--- config.mk ---
export PLATFORM = sky130hd
export DESIGN_NAME = dcm_reset_ctrl
export DESIGN_NICKNAME = d
export VERILOG_FILES = /design/src/rtl/dcm_reset_ctrl_pkg.sv /design/src/rtl/sync_signal.sv /design/src/rtl/dcm_reset_ctrl.sv
export SDC_FILE = /design/constraint.sdc
export NUM_CORES = 1
export LEC_CHECK = 0
export ABC_AREA = 0
export CELL_PAD_IN_SITES_DETAIL_PLACEMENT = 1
export CELL_PAD_IN_SITES_GLOBAL_PLACEMENT = 1
export CORE_MARGIN = 2
export CORE_UTILIZATION = 45
export CTS_CLUSTER_SIZE = 24
export DETAILED_ROUTE_END_ITERATION = 8
export GPL_ROUTABILITY_DRIVEN = 0
export PLACE_DENSITY = 0.78
export SLEW_MARGIN = 15
export SYNTH_ARGS = -nofsm -noshare
export SYNTH_HDL_FRONTEND = slang
export SYNTH_SLANG_ARGS = --single-unit
export TNS_END_PERCENT = 100
--- constraint.sdc ---
create_clock -name clk -period 2.6 [get_ports clk]
set_clock_uncertainty 0.05 [all_clocks]
set_input_delay 0.39 -clock clk [delete_from_list [all_inputs] [get_ports clk]]
set_output_delay 0.39 -clock clk [all_outputs]
set_load 0.05 [all_outputs]
--- src/rtl/dcm_reset_ctrl_pkg.sv ---
`default_nettype none
// ============================================================================
// Module   : dcm_reset_ctrl_pkg
// Brief    : State encodings, DCM status bit positions and helpers shared by
//            the DCM reset sequencer.
// Revision : 1.0
// ============================================================================
package dcm_reset_ctrl_pkg;

    typedef enum logic [2:0] {
        ST_PULSE     = 3'd0,
        ST_WAIT_LOCK = 3'd1,
        ST_STABLE    = 3'd2,
        ST_RUN       = 3'd3,
        ST_FAULT     = 3'd4
    } state_t;

    localparam int STATUS_CLKIN_STOPPED = 1;
    localparam int STATUS_CLKFX_STOPPED = 2;

    localparam int CNT_W = 17;

    function automatic logic [7:0] sat_inc8(input logic [7:0] v);
        return (v == 8'hFF) ? v : v + 8'd1;
    endfunction

endpackage
`default_nettype wire

--- src/rtl/sync_signal.sv ---
`default_nettype none
// ============================================================================
// Module   : sync_signal
// Brief    : N-stage flop synchroniser for a bus of independent async bits.
// Revision : 1.0
// ============================================================================
module sync_signal #(
    parameter int WIDTH = 3,
    parameter int N     = 2
) (
    input  logic             clk,
    input  logic             reset_n,
    input  logic [WIDTH-1:0] i_async,
    output logic [WIDTH-1:0] o_sync
);

    logic [N-1:0][WIDTH-1:0] r_stage;

    always_ff @(posedge clk or negedge reset_n) begin
        if (!reset_n) begin
            r_stage <= '0;
        end else begin
            r_stage[0] <= i_async;
            for (int i = 1; i < N; i++) begin
                r_stage[i] <= r_stage[i-1];
            end
        end
    end

    assign o_sync = r_stage[N-1];

endmodule
`default_nettype wire

--- src/rtl/dcm_reset_ctrl.sv ---
`default_nettype none
// ============================================================================
// Module   : dcm_reset_ctrl
// Brief    : DCM_SP reset sequencer: timed reset pulses, lock timeout/retry,
//            lock qualification and downstream system reset release.
// Revision : 1.0
// ============================================================================
module dcm_reset_ctrl
    import dcm_reset_ctrl_pkg::*;
#(
    parameter int RST_PULSE_CYCLES = 3,
    parameter int LOCK_TIMEOUT     = 100000,
    parameter int STABLE_CYCLES    = 1024,
    parameter int MAX_RETRIES      = 8
) (
    input  logic       clk,
    input  logic       reset_n,
    input  logic       dcm_locked,
    input  logic [7:0] dcm_status,
    input  logic       sw_restart,
    output logic       dcm_rst,
    output logic       sys_rst,
    output logic       lock_ok,
    output logic       fault,
    output logic [7:0] retry_count
);

    localparam logic [CNT_W-1:0] c_pulse_last   = CNT_W'(RST_PULSE_CYCLES - 1);
    localparam logic [CNT_W-1:0] c_timeout_last = CNT_W'(LOCK_TIMEOUT - 1);
    localparam logic [CNT_W-1:0] c_stable_last  = CNT_W'(STABLE_CYCLES - 1);
    localparam logic [CNT_W-1:0] c_fx_min       = CNT_W'(3);
    localparam logic [7:0]       c_max_retries  = 8'(MAX_RETRIES);

    logic [2:0] w_sync_out;
    logic       w_locked_s;
    logic       w_clkin_stop;
    logic       w_clkfx_stop;
    logic       w_unused_status;

    state_t           r_state;
    logic [CNT_W-1:0] r_cnt;
    logic [7:0]       r_attempt;
    logic [7:0]       r_retry;
    logic             r_dcm_rst;
    logic             r_sys_rst;
    logic             r_lock_ok;
    logic             r_fault;

    state_t     w_next;
    logic       w_fail;
    logic [7:0] w_attempt_next;
    logic       w_fail_to_fault;
    logic       w_cnt_clear;

    sync_signal #(
        .WIDTH (3),
        .N     (2)
    ) u_sync (
        .clk     (clk),
        .reset_n (reset_n),
        .i_async ({dcm_status[STATUS_CLKFX_STOPPED],
                   dcm_status[STATUS_CLKIN_STOPPED],
                   dcm_locked}),
        .o_sync  (w_sync_out)
    );

    assign w_locked_s   = w_sync_out[0];
    assign w_clkin_stop = w_sync_out[1];
    assign w_clkfx_stop = w_sync_out[2];

    // Remaining status bits carry no supervision meaning for this sequencer.
    assign w_unused_status = ^{dcm_status[7:3], dcm_status[0]};

    assign w_attempt_next  = sat_inc8(r_attempt);
    assign w_fail_to_fault = (MAX_RETRIES != 0) && (w_attempt_next == c_max_retries);

    always_comb begin
        w_next = r_state;
        w_fail = 1'b0;
        if (sw_restart) begin
            w_next = ST_PULSE;
        end else begin
            case (r_state)
                ST_PULSE: begin
                    if (r_cnt == c_pulse_last) w_next = ST_WAIT_LOCK;
                end
                ST_WAIT_LOCK: begin
                    // A stopped CLKFX is only trusted once the DCM has had a few cycles out of reset.
                    if ((!w_locked_s && w_clkfx_stop && (r_cnt >= c_fx_min)) ||
                        (r_cnt == c_timeout_last)) begin
                        w_fail = 1'b1;
                    end else if (w_locked_s) begin
                        w_next = ST_STABLE;
                    end
                end
                ST_STABLE: begin
                    if (!w_locked_s)                   w_fail = 1'b1;
                    else if (r_cnt == c_stable_last)   w_next = ST_RUN;
                end
                ST_RUN: begin
                    if (!w_locked_s || w_clkin_stop || w_clkfx_stop) w_next = ST_PULSE;
                end
                ST_FAULT: begin
                    w_next = ST_FAULT;
                end
                default: begin
                    w_next = ST_PULSE;
                end
            endcase
            if (w_fail) w_next = w_fail_to_fault ? ST_FAULT : ST_PULSE;
        end
    end

    assign w_cnt_clear = sw_restart || (w_next != r_state);

    always_ff @(posedge clk or negedge reset_n) begin
        if (!reset_n) begin
            r_state   <= ST_PULSE;
            r_cnt     <= '0;
            r_attempt <= 8'd0;
            r_retry   <= 8'd0;
            r_dcm_rst <= 1'b1;
            r_sys_rst <= 1'b1;
            r_lock_ok <= 1'b0;
            r_fault   <= 1'b0;
        end else begin
            r_state <= w_next;

            if (w_cnt_clear) begin
                r_cnt <= '0;
            end else if (r_state == ST_PULSE || r_state == ST_WAIT_LOCK || r_state == ST_STABLE) begin
                r_cnt <= r_cnt + CNT_W'(1);
            end

            if (sw_restart || (w_next == ST_RUN && r_state == ST_STABLE)) begin
                r_attempt <= 8'd0;
            end else if (w_fail) begin
                r_attempt <= w_attempt_next;
            end

            if (w_fail) r_retry <= sat_inc8(r_retry);

            // Outputs are decoded from the next state so they change on the transition edge.
            r_dcm_rst <= (w_next == ST_PULSE) || (w_next == ST_FAULT);
            r_sys_rst <= (w_next != ST_RUN);
            r_lock_ok <= (w_next == ST_RUN);
            r_fault   <= (w_next == ST_FAULT);
        end
    end

    assign dcm_rst     = r_dcm_rst;
    assign sys_rst     = r_sys_rst;
    assign lock_ok     = r_lock_ok;
    assign fault       = r_fault;
    assign retry_count = r_retry;

endmodule
`default_nettype wire

==> run_results.csv <==
group,metric,value,unit
status,outcome,"finished, final reports clean",
floorplanning,die_area,6350,um2
critical_path,path_cells,"nor4_1 > and3_1 > a31o_2 > nand4b_1 > or2_2 > or2_2",
critical_path,r2r_cells,6,
floorplanning,pin_count,24,
critical_path,r2r_slack,0.16,ns
hold_path,min_path_type,"in2async",
place,dpl_cell_area,2850,um2
floorplanning,die_h,79.7,um
grt,grt_max_degree,24,
critical_path,crit_path_max_fanout,12,
timing,rsz0062_at_grt,"false",
yosys,synth_cell_types,55,
cts,cts_tree,"yes",
cts,clk_latency,0.30,ns
timing,slew_headroom,52.7,%
power_and_ir_drop,power.static_leakage,1.23,nW
critical_path,crit_path_end_kind,"register",
yosys,synth-edff-count,0,
power_and_ir_drop,sequentialPowerShare,48.9,%
critical_path,crit_type,"reg2reg",
yosys,yosys_warnings,0,
timing,worst_pin_slew,0.710,ns
cts,ctsHoldBuffers,0,
grt,grt_pass1_wl,10800,um
drt,vias_per_cell,5.87,
final_layout,design_area,2940,um2
floorplanning,rows,27,
grt,antenna_found_initial,0,
cts,cts_setup_buffers,0,
critical_path,max_stage_delay,0.49,ns
place,dpl.hpwl,4510,um
place,port_buffers,17,
grt,overflow,0,
power_and_ir_drop,switching_share,34.7,%
critical_path,cp.arrival,2.62,ns
final_layout,nNetsFinal,299,
critical_path,critPathTopFamily,"simple AND/OR/NAND/NOR gates",
drt,ant_nets,0,
grt,grt_use_total,21.9,%
power_and_ir_drop,p_sw,585,uW
final_layout,utilization,53.4,%
cts,cts_htree_levels,2,
critical_path,cp_data_required_time,2.78,ns
timing,timing.final.crit_share,93.9,%
power_and_ir_drop,p_per_area,573,nW/um2
floorplanning,die_w,79.7,um
drt,drt-pass1-iter-count,4,
yosys,synth_seq_cells,46,
drt,via_count,2089,
critical_path,reg2reg_from,"r_cnt[16]",
drt,wirelength,6250,um
final_layout,drive_above_1_share,15.8,%
yosys,netlist.area_leader.share,42.7,%
yosys,synth-seq-area-share,44.8,%
critical_path,path_depth,6,
flow_run,cap_violations,0,
critical_path,slowest_stage,"or2_2",
final_layout,diodes,0,
floorplanning,start_util,46.8,%
critical_path,cp-start-kind,"register",
critical_path,reg2reg_to,"sys_rst",
cts,cts_buffers,5,
cts,cts.clk_slew.worst_paths,0.09,ns
drt,dr.first_iter.drc_count,93,
critical_path,crit_top_cell,"or2_2",
timing,tns,0,ns
yosys,synth_most_common_cell,"dfrtp_1",
drt,drc_errors,0,
yosys,synthTopCellsByCount,"dfrtp_1, nand3_1, nor2_1, and3_1, nand2_1",
timing,final-hold-violation-count,0,
timing,drv_slew,0,
yosys,syn_area,2580,um2
grt,first_global_vias,2194,
drt,drt-wirelength-per-cell,17.5,um
timing,setup_viol,0,
yosys,synth.largest_area_cell,"dfrtp_1",
power_and_ir_drop,p_int,1.10,mW
yosys,syn_inst,259,
timing,min_period,2.44,ns
timing,timing.fmax,410,MHz
yosys,async_flop_share,100,%
yosys,syn-num-nets,275,
cts,cts_sinks,46,
power_and_ir_drop,ir_worst_vdd,0.333,mV
yosys,postSynthAreaPerCell,9.95,um2
final_layout,syn_to_final_growth,14.2,%
cts,cts_root_buf,"clkbuf_8",
cts,clockBufferDepth,2,
cts,cts_resized,0,
yosys,synthFlopType,"dfrtp_1",
floorplanning,core,5510,um2
yosys,synth_area_leaders,"dfrtp_1, nand3_1, xor2_1",
power_and_ir_drop,clock_power_share,26.5,%
power_and_ir_drop,pwr-share-comb,24.6,%
critical_path,crit_buf_inv,0,
[routing by layer]
layer	routed length, um	part of all wire (%)	GRT usage [%]	up-vias
met5	0	0	0	-
met4	55	0.88	4.83	0
met3	121	1.9	3.85	5
met2	3130	50	35.3	24
met1	2940	47	30.7	1064
li1	-	-	-	996
[worst reg2reg max path, stage by stage, from the launching register on]
cell	delay (ns)
dfrtp_1	0.43
nor4_1	0.42
and3_1	0.25
a31o_2	0.22
nand4b_1	0.20
or2_2	0.49
or2_2	0.32
[cell usage in the layout, fill, tap and decap left out, types with 3 or more instances in the layout]
cell             netlist  layout
dfrtp_1               44      44
nand3_1               22      22
nor2_1                18      18
nand2_1               16      16
and3_1                16      16
clkdlybuf4s50_1        0      16
xor2_1                12      12
a21oi_1               11      11
buf_4                  0      11
nand4_1               10      10
xnor2_1                9       9
a211oi_2               8       8
nor3_1                 7       7
nand2b_1               6       6
or3_1                  6       6
a31oi_1                5       5
clkbuf_8               0       5
nor2b_1                4       4
mux2_2                 4       4
ha_1                   4       4
nand4b_1               3       3
o21ai_0                3       3
or2_2                  2       3
[metrics by stage]
step / cells / total power [mW] / setup slack, ns / hold slack (ns)
floorplan: 259 / 1.11 / 0.449 / 0.0444
global placement: 348 / 1.23 / 0.160 / 0.284
detailed placement: 348 / 1.25 / 0.118 / 0.289
CTS: 356 / 1.70 / 0.0940 / 0.0204
global route: 356 / 1.78 / 0.0116 / 0.0290
finish: 356 / 1.69 / 0.159 / 0.0195
[how the worst max path moves through the flow]
stage               slack, ns      endpoint      start
detailed placement       0.12       sys_rst  r_cnt[16]
finish                   0.16       sys_rst  r_cnt[16]
CTS                      0.09       sys_rst  r_cnt[16]
global placement         0.16       sys_rst  r_cnt[16]
global route             0.01      r_cnt[4]   r_cnt[1]
floorplan                0.45  r_attempt[3]  r_cnt[12]
[flip-flops by register name (all words and copies together) (netlist names)]
name / flops
retry_count: 8
sys_rst: 1
r_state: 3
lock_ok: 1
dcm_rst: 1
r_attempt: 8
u_sync.r_stage: 3
r_cnt: 17
u_sync.o_sync: 3
fault: 1
[power groups by stage]
stage	logic [mW]	clock network (mW)	registers (mW)
floorplan	0.218	0	0.888
detailed placement	0.416	0	0.838
global route	0.456	0.490	0.833
global placement	0.395	0	0.832
CTS	0.420	0.459	0.825
finish	0.416	0.447	0.824
[layout make-up]
| class | count | area, um2 |
|---|---|---|
| Sequential cell | 46 | 1150 |
| Inverter | 2 | 7.51 |
| Tap cell | 72 | 90.1 |
| Clock buffer | 5 | 68.8 |
| Fill cell | 635 | 2560 |
| Multi-Input combinational cell | 200 | 1350 |
| Clock inverter | 3 | 21.3 |
| Timing Repair Buffer | 28 | 248 |
[logic make-up (layout without fill, tap and decap cells)]
kind of cell	count (synthesis)	after routing	synth area share, %
adder cells (fa/ha/maj)	4	4	1.94
XOR/XNOR	21	21	7.14
AO/OA/AOI/OAI	43	43	13.0
multiplexers	5	5	2.14
buffers and inverters	13	38	2.72
AND/OR/NAND/NOR	127	127	28.3
flip-flops	46	46	44.8
No activity file was read; power rests on OpenSTA's default activity.
